<file path="config.mk">
export PLATFORM = sky130hd
export DESIGN_NAME = i2c_target_rx
export DESIGN_NICKNAME = d
export VERILOG_FILES = /design/src/rtl/i2c_target_rx.sv
export SDC_FILE = /design/constraint.sdc
export NUM_CORES = 1
export LEC_CHECK = 0
export ABC_AREA = 1
export BUFFER_PORTS_ARGS = -buffer_cell sky130_fd_sc_hd__buf_2
export CORE_UTILIZATION = 55
export DETAILED_ROUTE_END_ITERATION = 10
export PLACE_DENSITY = 0.74
export SETUP_SLACK_MARGIN = 0.5
export SYNTH_ARGS = -nofsm -noshare
export SYNTH_HDL_FRONTEND = slang
export SYNTH_SLANG_ARGS = --single-unit
</file>
<file path="constraint.sdc">
create_clock -name clk -period 4.5 [get_ports clk]
set_clock_uncertainty 0.15 [all_clocks]
set_input_delay 0.45 -clock clk [delete_from_list [all_inputs] [get_ports clk]]
set_output_delay 0.45 -clock clk [all_outputs]
set_load 0.03 [all_outputs]
</file>
<file path="src/rtl/i2c_target_rx.sv">
// Write-only I2C target receiver: bus synchroniser, START/STOP detection, 7-bit address match, ACK drive, receive FIFO.
// Optional macro GENERAL_CALL_EN: when defined, address 7'h00 with W is also ACKed.
module i2c_target_rx #(
  parameter logic [6:0] TARGET_ADDR = 7'h55,
  parameter int         FIFO_DEPTH  = 4,
  parameter int         SYNC_STAGES = 2
) (
  input  logic       clk,
  input  logic       rst,
  input  logic       scl_in,
  input  logic       sda_in,
  output logic       sda_oe,
  output logic [7:0] rx_data,
  output logic       rx_valid,
  input  logic       rx_ready,
  output logic       start_det,
  output logic       stop_det,
  output logic       addr_match,
  output logic       busy,
  output logic       overflow,
  input  logic       overflow_clr
);

  localparam int PTR_W = (FIFO_DEPTH > 1) ? $clog2(FIFO_DEPTH) : 1;
  localparam int CNT_W = $clog2(FIFO_DEPTH + 1);
  localparam logic [CNT_W-1:0] FULL_CNT = CNT_W'(FIFO_DEPTH);

  typedef enum logic [2:0] {
    IDLE, ADDR, ADDR_ACK, DATA, DATA_ACK, IGNORE
  } state_t;

  // ---------------------------------------------------------------------------
  // Synchronisers and edge/condition detection
  // ---------------------------------------------------------------------------
  logic [SYNC_STAGES-1:0] scl_sync_reg;
  logic [SYNC_STAGES-1:0] sda_sync_reg;
  logic scl_s, sda_s;
  logic scl_prev_reg, sda_prev_reg;
  logic scl_rise, scl_fall, start_cond, stop_cond;
  logic scl_rise_reg, scl_fall_reg, start_reg, stop_reg, sda_bit_reg;

  always_ff @(posedge clk) begin
    if (rst) begin
      scl_sync_reg <= '1;
      sda_sync_reg <= '1;
    end else begin
      scl_sync_reg <= {scl_sync_reg[SYNC_STAGES-2:0], scl_in};
      sda_sync_reg <= {sda_sync_reg[SYNC_STAGES-2:0], sda_in};
    end
  end

  assign scl_s = scl_sync_reg[SYNC_STAGES-1];
  assign sda_s = sda_sync_reg[SYNC_STAGES-1];

  assign scl_rise   = scl_s & ~scl_prev_reg;
  assign scl_fall   = ~scl_s & scl_prev_reg;
  assign start_cond = scl_s & scl_prev_reg & sda_prev_reg & ~sda_s;
  assign stop_cond  = scl_s & scl_prev_reg & ~sda_prev_reg & sda_s;

  // The FSM acts on the registered events, so the data bit travels with them.
  always_ff @(posedge clk) begin
    if (rst) begin
      scl_prev_reg <= 1'b1;
      sda_prev_reg <= 1'b1;
      scl_rise_reg <= 1'b0;
      scl_fall_reg <= 1'b0;
      start_reg    <= 1'b0;
      stop_reg     <= 1'b0;
      sda_bit_reg  <= 1'b1;
    end else begin
      scl_prev_reg <= scl_s;
      sda_prev_reg <= sda_s;
      scl_rise_reg <= scl_rise;
      scl_fall_reg <= scl_fall;
      start_reg    <= start_cond;
      stop_reg     <= stop_cond;
      sda_bit_reg  <= sda_s;
    end
  end

  assign start_det = start_reg;
  assign stop_det  = stop_reg;

  // ---------------------------------------------------------------------------
  // Receive FIFO
  // ---------------------------------------------------------------------------
  logic [7:0]       mem_reg [FIFO_DEPTH];
  logic [PTR_W-1:0] wr_ptr_reg, rd_ptr_reg;
  logic [CNT_W-1:0] count_reg;
  logic [FIFO_DEPTH-1:0] entry_we;
  logic fifo_full, pop, push;
  logic [7:0] push_data;

  assign rx_valid  = (count_reg != '0);
  assign fifo_full = (count_reg == FULL_CNT);
  assign pop       = rx_valid & rx_ready;
  assign rx_data   = mem_reg[rd_ptr_reg];

  genvar gi;
  generate
    for (gi = 0; gi < FIFO_DEPTH; gi++) begin : g_we
      assign entry_we[gi] = push && (wr_ptr_reg == PTR_W'(gi));
    end
  endgenerate

  always_ff @(posedge clk) begin
    if (rst) begin
      for (int i = 0; i < FIFO_DEPTH; i++) mem_reg[i] <= 8'h00;
      wr_ptr_reg <= '0;
      rd_ptr_reg <= '0;
      count_reg  <= '0;
    end else begin
      for (int i = 0; i < FIFO_DEPTH; i++)
        if (entry_we[i]) mem_reg[i] <= push_data;
      if (push) wr_ptr_reg <= wr_ptr_reg + 1'b1;
      if (pop)  rd_ptr_reg <= rd_ptr_reg + 1'b1;
      case ({push, pop})
        2'b10:   count_reg <= count_reg + 1'b1;
        2'b01:   count_reg <= count_reg - 1'b1;
        default: count_reg <= count_reg;
      endcase
    end
  end

  // ---------------------------------------------------------------------------
  // Protocol FSM
  // ---------------------------------------------------------------------------
  state_t     state_reg, state_next;
  logic [3:0] bit_cnt_reg, bit_cnt_next;
  logic [7:0] shift_reg, shift_next;
  logic       sda_oe_reg, sda_oe_next;
  logic       addr_match_reg, addr_match_next;
  logic       busy_reg, busy_next;
  logic       overflow_reg, overflow_set;
  logic       addr_ok;

`ifdef GENERAL_CALL_EN
  assign addr_ok = ~shift_reg[0] & ((shift_reg[7:1] == TARGET_ADDR) | (shift_reg[7:1] == 7'h00));
`else
  assign addr_ok = ~shift_reg[0] & (shift_reg[7:1] == TARGET_ADDR);
`endif

  assign push_data = shift_reg;

  always_ff @(posedge clk) begin
    if (rst) begin
      state_reg      <= IDLE;
      bit_cnt_reg    <= 4'd0;
      shift_reg      <= 8'h00;
      sda_oe_reg     <= 1'b0;
      addr_match_reg <= 1'b0;
      busy_reg       <= 1'b0;
    end else begin
      state_reg      <= state_next;
      bit_cnt_reg    <= bit_cnt_next;
      shift_reg      <= shift_next;
      sda_oe_reg     <= sda_oe_next;
      addr_match_reg <= addr_match_next;
      busy_reg       <= busy_next;
    end
  end

  always_comb begin
    state_next      = state_reg;
    bit_cnt_next    = bit_cnt_reg;
    shift_next      = shift_reg;
    sda_oe_next     = sda_oe_reg;
    addr_match_next = addr_match_reg;
    busy_next       = busy_reg;
    push            = 1'b0;
    overflow_set    = 1'b0;

    if (start_reg) begin
      state_next      = ADDR;
      bit_cnt_next    = 4'd0;
      busy_next       = 1'b1;
      addr_match_next = 1'b0;
      sda_oe_next     = 1'b0;
    end else if (stop_reg) begin
      state_next      = IDLE;
      busy_next       = 1'b0;
      addr_match_next = 1'b0;
      sda_oe_next     = 1'b0;
    end else begin
      case (state_reg)
        ADDR: begin
          if (scl_rise_reg && bit_cnt_reg < 4'd8) begin
            shift_next   = {shift_reg[6:0], sda_bit_reg};
            bit_cnt_next = bit_cnt_reg + 4'd1;
          end else if (scl_fall_reg && bit_cnt_reg == 4'd8) begin
            if (addr_ok) begin
              sda_oe_next     = 1'b1;
              addr_match_next = 1'b1;
              state_next      = ADDR_ACK;
            end else begin
              sda_oe_next = 1'b0;
              state_next  = IGNORE;
            end
          end
        end
        ADDR_ACK, DATA_ACK: begin
          if (scl_fall_reg) begin
            sda_oe_next  = 1'b0;
            bit_cnt_next = 4'd0;
            state_next   = DATA;
          end
        end
        DATA: begin
          if (scl_rise_reg && bit_cnt_reg < 4'd8) begin
            shift_next   = {shift_reg[6:0], sda_bit_reg};
            bit_cnt_next = bit_cnt_reg + 4'd1;
          end else if (scl_fall_reg && bit_cnt_reg == 4'd8) begin
            // A same-cycle pop frees a slot, so a full FIFO can still accept.
            if (!fifo_full || pop) begin
              push        = 1'b1;
              sda_oe_next = 1'b1;
              state_next  = DATA_ACK;
            end else begin
              overflow_set = 1'b1;
              sda_oe_next  = 1'b0;
              state_next   = IGNORE;
            end
          end
        end
        IGNORE:  sda_oe_next = 1'b0;
        default: sda_oe_next = 1'b0;
      endcase
    end
  end

  always_ff @(posedge clk) begin
    if (rst)               overflow_reg <= 1'b0;
    else if (overflow_set) overflow_reg <= 1'b1;
    else if (overflow_clr) overflow_reg <= 1'b0;
  end

  assign sda_oe     = sda_oe_reg;
  assign addr_match = addr_match_reg;
  assign busy       = busy_reg;
  assign overflow   = overflow_reg;

endmodule

</file>
==> flow_metrics.tcl, run 1 <==
set metrics [dict create \
    root_buffer "clkbuf_8" \
    hold_path_class "in2reg" \
    r2r_slack_ns 2.15 \
    endpoint_kind "output port" \
    final_cells 438 \
    cts_setup_buffers 0 \
    period_minus_slack_ns 2.47 \
    antenna_found_initial 0 \
    insertion_delay_ns 0.35 \
    cts-resized-gates 0 \
    min_to "scl_sync_reg[0]" \
    synth.area.top_cells "edfxtp_1 (31%), dfxtp_1 (25%), nor2_1 (9.4%)" \
    hold_viol 0 \
    htreeDepth 3 \
    synthAdderAreaFrac 0.0348 \
    grt-ovfl-total 0 \
    timing.setup.tns_ns 0 \
    cp.required_ns 3.90 \
    synth_edf_count 32 \
    boundaryPins 21 \
    worstHoldPathCells 2 \
    syn_area_um2 3090 \
    drc 0 \
    syn_nets 352 \
    drtPass1Iterations 4 \
    critPathKind "reg2out" \
    die_w_um 77.0 \
    synthCells 338 \
    cts_tree "built" \
    route.final.wire_length_um 5840 \
    fp.dieH_um 77.0 \
    clk_pin_slew_worst_paths_ns 0.07 \
    cts_buffers 9 \
    synthMostInstantiatedCell "nor2_1" \
    ys_top_cells_by_count "nor2_1 (77), dfxtp_1 (38), nand2_1 (36), edfxtp_1 (32), o21ai_0 (32)" \
    fin_nets 377 \
    yosys_register_bits 70 \
    viasPerCell 5.20 \
    synthToLayoutAreaGrowth_pct 10.6 \
    synthDistinctLibCells 31 \
    routabilityCongestion 0.751 \
    clockBufferDepth 2 \
    grt_max_degree 28 \
    power_w 0.00140 \
    grt_pass1_wl_um 9670 \
    netlist.area_leader.share 0.311 \
    drt-wirelength-per-cell_um 13.3 \
    synth_ff_type "dfxtp_1" \
    synth.avg_cell_area_um2 9.14 \
    start_kind "flop" \
    slew_violations 0 \
    power_switching_w 0.000428 \
    status "finished clean" \
    swShare 0.305 \
    seqPwrFrac 0.519 \
    vdd_drop_max_uv 328 \
    synth_xor_area_frac 0 \
    yosys.area_share.simple 0.226 \
    rr_endpoint "count_reg[2]" \
    io_buffers 20 \
    antenna_cells 0 \
    rsz0062_at_grt "no" \
    fmax_mhz 404 \
    ant_nets 0 \
    crit_path_max_fanout 17 \
    setup_violations 0 \
    drive_gt1_frac 0.168 \
    grt_pass1_vias 2162 \
    holdCritStartpoint "scl_in" \
    synth_top_cell_by_area "edfxtp_1" \
    dp_hpwl_um 4300 \
    ys_seq_area_frac 0.557 \
    slew_headroom 0.445 \
    p_comb_frac 0.176 \
    grt_usage 0.216 \
    drt-initial-drc-count 101 \
    dp.cells 422 \
    power_leakage_nw 1.28 \
    postCtsHoldBufs 0 \
    r2r-start "bit_cnt_reg[0]" \
    via_count 2279 \
    cap_violations 0 \
    rows 26 \
    clock-sinks 70 \
    synth-async-reset-ratio 0 \
    whs_ns 0.133 \
    start_util 0.586 \
    largest_register_ffs 32 \
    pwr_density_cell_nw_per_um2 410 \
    synth_top_family_by_area "simple AND/OR/NAND/NOR gates" \
    synth_compound_area_frac 0.128 \
    core-area_um2 5270 \
    ys_warn_count 0 \
    r2r_cells 12 \
    post-route-period-util 0.550 \
    tightest_slew_ns 0.827 \
    die-area_um2 5920 \
    worst_ep_arrival_time_ns 1.87 \
    synthMuxAreaShare 0 \
    clockPowerShare 0.304 \
    internal_power_w 0.000974 \
]
-- stage by stage --
step                setup slack (ns)   util  area (µm²)
finish                          2.03  0.648        3420
global route                    1.76  0.648        3420
CTS                             1.98  0.648        3420
detailed placement              2.01  0.617        3250
global placement                2.11  0.617        3250
floorplan                       2.34      -        3090
-- power groups by stage --
stage / Sequential (W) / Combinational (W) / Clock [W]
finish: 0.000728 / 0.000247 / 0.000427
global route: 0.000732 / 0.000277 / 0.000458
CTS: 0.000728 / 0.000247 / 0.000435
detailed placement: 0.000742 / 0.000246 / 0
global placement: 0.000741 / 0.000242 / 0
floorplan: 0.000743 / 0.000195 / 0
-- critical path: stages (launching register included) --
cell     delay [ns]
dfxtp_1        0.62
inv_1          0.32
o21ai_0        0.29
o22ai_1        0.12
buf_2          0.19
-- worst max path at each step --
stage | from | endpoint | slack [ns] | depth (start not counted)
global placement | rst | mem_reg[1][4] | 2.11 | 3
detailed placement | rst | mem_reg[0][5] | 2.01 | 3
CTS | flop | rx_data[7] | 1.98 | 4
finish | flop | rx_data[3] | 2.03 | 4
floorplan | stop_det | count_reg[2] | 2.34 | 11
global route | flop | rx_data[7] | 1.76 | 4
-- final cells by class --
cell class | instances | area, µm²
Sequential cell | 70 | 1720
Timing Repair Buffer | 20 | 100
Fill cell | 450 | 1850
Tap cell | 70 | 87.6
Inverter | 36 | 140
Clock buffer | 10 | 128
Multi-Input combinational cell | 226 | 1200
Clock inverter | 6 | 38.8
-- kinds of logic (layout without fill, tap and decap cells) --
family	after synthesis	after routing
adders and majority gates	8	8
and+or+nand+nor	144	144
buffers and inverters	42	72
AOI/OAI and AO/OA	74	74
DFF	70	70
-- metal layers --
layer  part of all wire  track usage  vias up
met5                  0            0        -
met4              0.019       0.0981        0
met3              0.034       0.0464       10
met2               0.54        0.407       43
met1               0.41        0.226     1050
li1                   -            -     1176
-- cells in the final DEF, fill, tap and decap left out, types with 8 or more instances in the layout --
master / netlist / final
o21ai_0: 32 / 32
nand2_1: 36 / 36
inv_1: 31 / 31
nor2_1: 77 / 77
dfxtp_1: 38 / 38
edfxtp_1: 32 / 32
buf_2: 1 / 20
o22ai_1: 8 / 8
a21oi_1: 26 / 26
clkbuf_8: 0 / 9
No activity file was read; power rests on OpenSTA's default activity.
==> run 2, diff against run 1 <==
Settings changed: CORE_UTILIZATION 55 to 54, PLACE_DENSITY 0.74 to 0.75.
Clock period 4.5 ns to 2.1 ns, I/O delays scaled along.
==> run 2 against run 1 <==
  * Global-route usage is 2.4 points higher
  * Total power is 140% higher
  * Register-to-register slack worse by 2.1 ns
  * Die area is 1.8% higher
  * Setup slack worse by 2.0 ns
  * Sequential power is 110% higher
  * Critical path type is now reg2reg
==> flow_metrics.tcl, run 2 (synthesis gave the netlist of run 1 again) <==
set metrics [dict create \
    status "finished clean" \
    drt-wirelength-per-cell_um 14.7 \
    rsz0062_at_grt "yes" \
    cts_buffers 9 \
    place_worst_setup_slack_ns 0.0489 \
    io_buffers 20 \
    drc 0 \
    htreeDepth 3 \
    grt_max_degree 28 \
    crit_path_max_fanout 2 \
    routabilityCongestion 0.797 \
    tightest_slew_ns 0.434 \
    final_cell_mix "nor2_1 (39), edfxtp_1 (32), dfxtp_1 (31)" \
    grt_pass1_wl_um 11000 \
    pwr_density_cell_nw_per_um2 815 \
    viasPerCell 5.36 \
    start_util 0.561 \
    period_minus_slack_ns 2.07 \
    rows 27 \
    hold_viol 0 \
    clk_pin_slew_worst_paths_ns 0.07 \
    seqPwrFrac 0.456 \
    fp.dieH_um 77.7 \
    drive_gt1_frac 0.451 \
    insertion_delay_ns 0.35 \
    grt_usage 0.240 \
    synthToLayoutAreaGrowth_pct 35.4 \
    drtPass1Iterations 4 \
    core-area_um2 5510 \
    via_count 2537 \
    start_kind "flop" \
    fin_nets 410 \
    layout_setup_ws_ns 0.0260 \
    fmax_mhz 482 \
    die_w_um 77.7 \
    vdd_drop_max_uv 579 \
    power_leakage_nw 1.56 \
    power_switching_w 0.00101 \
    critPathSlowestCell "fa_2" \
    grt-ovfl-total 0 \
    drt-initial-drc-count 153 \
    endpoint_kind "flop" \
    antenna_found_initial 0 \
    dp_hpwl_um 4410 \
    route.final.wire_length_um 6960 \
    internal_power_w 0.00240 \
    post-route-period-util 0.988 \
    clock-sinks 70 \
    ant_nets 0 \
    die-area_um2 6030 \
    whs_ns 0.0161 \
    slowest_delay_ns 0.43 \
    power_w 0.00341 \
    largest_register_ffs 32 \
    boundaryPins 21 \
    hold_path_class "in2reg" \
    p_comb_frac 0.221 \
    clockPowerShare 0.323 \
    nFillCells 362 \
    clockBufferDepth 2 \
    critPathKind "reg2reg" \
    final_common_cell "nor2_1" \
    r2r_slack_ns 0.03 \
    slew_headroom 0.711 \
    root_buffer "clkbuf_8" \
    cap_violations 0 \
    setup_violations 0 \
    crit_chain "inv_2 > ha_4 > nand4_1 > nor2_2 > nand3_4 > ha_4 > inv_4 > fa_2 > nor2_2 > a21oi_2 > nor2_1" \
    antenna_cells 0 \
    cp.required_ns 2.24 \
    slew_violations 0 \
    swShare 0.296 \
    grt_pass1_vias 2435 \
    cts_tree "built" \
    worst_ep_arrival_time_ns 2.21 \
]
-- run 2: layout make-up --
class	count	area (µm²)	share of cell area
Tap cell	72	90.1	0.0215
Clock buffer	12	155	0.0371
Multi-Input combinational cell	226	1550	0.371
Clock inverter	4	45.0	0.0108
Sequential cell	70	1740	0.415
Timing Repair inverter	1	7.51	0.00179
Timing Repair Buffer	52	439	0.105
Inverter	36	158	0.0377
-- run 2: power by group through the flow --
| stage | logic, W | registers, W | clock network (W) |
|---|---|---|---|
| global route | 0.000837 | 0.00156 | 0.00117 |
| floorplan | 0.000423 | 0.00160 | 0 |
| finish | 0.000755 | 0.00156 | 0.00110 |
| detailed placement | 0.000560 | 0.00158 | 0 |
| global placement | 0.000545 | 0.00157 | 0 |
| CTS | 0.000603 | 0.00155 | 0.00111 |
-- run 2: repair_timing --
item / 4_1_cts / 5_1_grt
endpoints found under the setup margin: 78 / 81
setup buffers: 13 / 9
gates resized for setup: 69 / 62
hold buffers: 3 / 0
pin swaps: 10 / 20
cloned: 1 / 0
hold endpoints to repair: 3 / 0
-- run 2: final timing paths --
path         depth (start not counted)       startpoint              end
min                                  2              rst     count_reg[1]
max                                 11   bit_cnt_reg[1]     count_reg[1]
min reg2reg                          1  scl_sync_reg[0]  scl_sync_reg[1]
max reg2reg                         11   bit_cnt_reg[1]     count_reg[1]
-- run 2: critical path: cells and delay by family (launching register included) --
kind,cells,cell delay [ns]
buf+inv,2,0.12
compound gates,1,0.04
fa+ha+maj,3,0.74
simple gates,5,0.65
flops,1,0.32
-- run 2: layer usage --
layer | track usage | vias to the layer above | part of all wire
met5 | 0 | - | 0
met4 | 0.111 | 0 | 0.019
met3 | 0.0424 | 15 | 0.042
met2 | 0.405 | 51 | 0.52
met1 | 0.298 | 1223 | 0.42
li1 | - | 1248 | -
-- run 2: per-stage QoR --
| step | TNS, ns | util | cell area [µm²] | instances |
|---|---|---|---|---|
| after floorplan | 0 | - | 3180 | 338 |
| after global placement | 0 | 0.617 | 3400 | 431 |
| after detailed placement | 0 | 0.617 | 3400 | 431 |
| after CTS | 0 | 0.711 | 3920 | 464 |
| after global routing | -0.0673 | 0.760 | 4180 | 473 |
| final | 0 | 0.760 | 4180 | 473 |
==> run 3, diff against run 2 <==
Settings changed: CORE_ASPECT_RATIO set to 0.6, PLACE_DENSITY 0.75 to 0.78.
==> run 3 against run 2 <==
  * The flow now finishes with violations (negative setup slack)
  * Core utilization rose by 4.8 points
  * Final cell count rose by 0.63%
  * Combinational power rose by 26%
  * Sequential share of layout area fell by 0.86 points
  * Critical path type unchanged
  * Highest routed layer unchanged
==> flow_metrics.tcl, run 3 (synthesis gave the netlist of run 1 again) <==
set metrics [dict create \
    start_kind "flop" \
    worstHoldPathCells 2 \
    crit_chain "inv_2 > ha_4 > nand4_1 > buf_4 > buf_6 > buf_6 > buf_6 > buf_6 > nand2_8 > nand3_4 > nor2_1 > nor2_2 > nor2_1" \
    io_buffers 20 \
    vdd_drop_max_uv 471 \
    hold_viol 0 \
    crit_path_max_fanout 4 \
    drt-wirelength-per-cell_um 19.4 \
    r2r-start "bit_cnt_reg[0]" \
    pwr_density_cell_nw_per_um2 854 \
    grt_max_degree 28 \
    critPathKind "reg2reg" \
    htreeDepth 3 \
    insertion_delay_ns 0.35 \
    rsz0062_at_grt "yes" \
    die_w_um 99.7 \
    drtPass1Iterations 7 \
    synthToLayoutAreaGrowth_pct 38.1 \
    final_common_cell "nor2_1" \
    grt-ovfl-total 0 \
    core-area_um2 5280 \
    final_cell_area_um2 4270 \
    holdCritStartpoint "rst" \
    rr_endpoint "state_reg[0]" \
    drc 0 \
    clock-sinks 70 \
    r2r_slack_ns -0.09 \
    grt_usage 0.277 \
    hold_path_class "in2reg" \
    cp.required_ns 2.23 \
    die-area_um2 6040 \
    antenna_found_initial 0 \
    whs_ns 0.0486 \
    antenna_cells 0 \
    cts_tree "built" \
    nFillCells 276 \
    cts_buffers 9 \
    drive_gt1_frac 0.446 \
    final_cell_mix "nor2_1 (47), edfxtp_1 (32), dfxtp_1 (31)" \
    largest_register_ffs 32 \
    timing.setup.tns_ns -0.424 \
    rows 20 \
    clockBufferDepth 2 \
    fmax_mhz 456 \
    routabilityCongestion 0.869 \
    endpoint_kind "flop" \
    viasPerCell 5.84 \
    min_to "count_reg[1]" \
    via_count 2782 \
    r2r_cells 13 \
    layout_setup_ws_ns -0.0944 \
    grt_pass1_vias 2355 \
    status "finished with violations" \
    slew_headroom 0.654 \
    placed_cell_area_um2 3400 \
    period_minus_slack_ns 2.19 \
    setup_violations 14 \
    crit_top_cell "buf_6" \
    power_leakage_nw 1.57 \
    slowest_delay_ns 0.32 \
    grt_pass1_wl_um 12000 \
    post-route-period-util 1.04 \
    dp_hpwl_um 4770 \
    clk_pin_slew_worst_paths_ns 0.08 \
    fp.dieH_um 60.6 \
    worst_ep_arrival_time_ns 2.33 \
    start_util 0.585 \
    critPathSlowestCell "dfxtp_2" \
    fin_nets 408 \
    drt-initial-drc-count 274 \
    failed_checks "negative setup slack" \
    route.final.wire_length_um 9240 \
    root_buffer "clkbuf_8" \
    slew_violations 0 \
    cap_violations 0 \
    tightest_slew_ns 0.520 \
    boundaryPins 21 \
    ant_nets 0 \
]
run 3: cell type report:
type	count	area [µm²]	share of cell area
inverters	36	158	0.0370
flip-flops and latches	70	1730	0.406
multi-input cells	226	1660	0.388
clock buffers	14	189	0.0443
well taps	77	96.3	0.0226
clock inverters	2	11.3	0.00264
repair buffers	51	423	0.0991
run 3: report_power, final:
part | switching [W] | internal [W]
combinational | 0.000613 | 0.000339
clock | 0.000523 | 0.000587
sequential | 0.0000815 | 0.00150
total | 0.00122 | 0.00243
run 3: worst max path at each step:
stage	slack, ns	start	end
2_1_floorplan	0.12	bit_cnt_reg[1]	count_reg[1]
3_3_place_gp	0.09	bit_cnt_reg[1]	count_reg[1]
3_5_place_dp	0.03	bit_cnt_reg[1]	count_reg[1]
4_1_cts	0.10	bit_cnt_reg[0]	count_reg[1]
5_1_grt	-0.17	bit_cnt_reg[0]	count_reg[1]
6_report	-0.09	bit_cnt_reg[0]	state_reg[0]
run 3: per-layer routing:
| layer | global-route usage | wire [µm] |
|---|---|---|
| met5 | 0 | 0 |
| met4 | 0.128 | 418 |
| met3 | 0.0783 | 950 |
| met2 | 0.403 | 4110 |
| met1 | 0.388 | 3760 |
run 3: per-stage QoR:
step	setup slack, ns	total power [W]	cells	util
2_1_floorplan	0.123	0.00202	338	-
3_3_place_gp	0.0944	0.00212	435	0.643
3_5_place_dp	0.0253	0.00214	435	0.643
4_1_cts	0.100	0.00331	470	0.757
5_1_grt	-0.167	0.00375	476	0.808
6_report	-0.0944	0.00365	476	0.808
run 3: what timing repair did:
item                       4_1_cts  5_1_grt
hold buffers                     3        0
buffers inserted                16        6
setup endpoints to repair       78       93
pin swaps                       10       16
gates resized for setup         85       60
hold endpoints to repair         3        0
run 3: critical path, delay by kind of cell (launching register included):
family	cells	cell delay, ns
buf+inv	6	0.70
simple gates	6	0.81
flops	1	0.32
fa+ha+maj	1	0.13
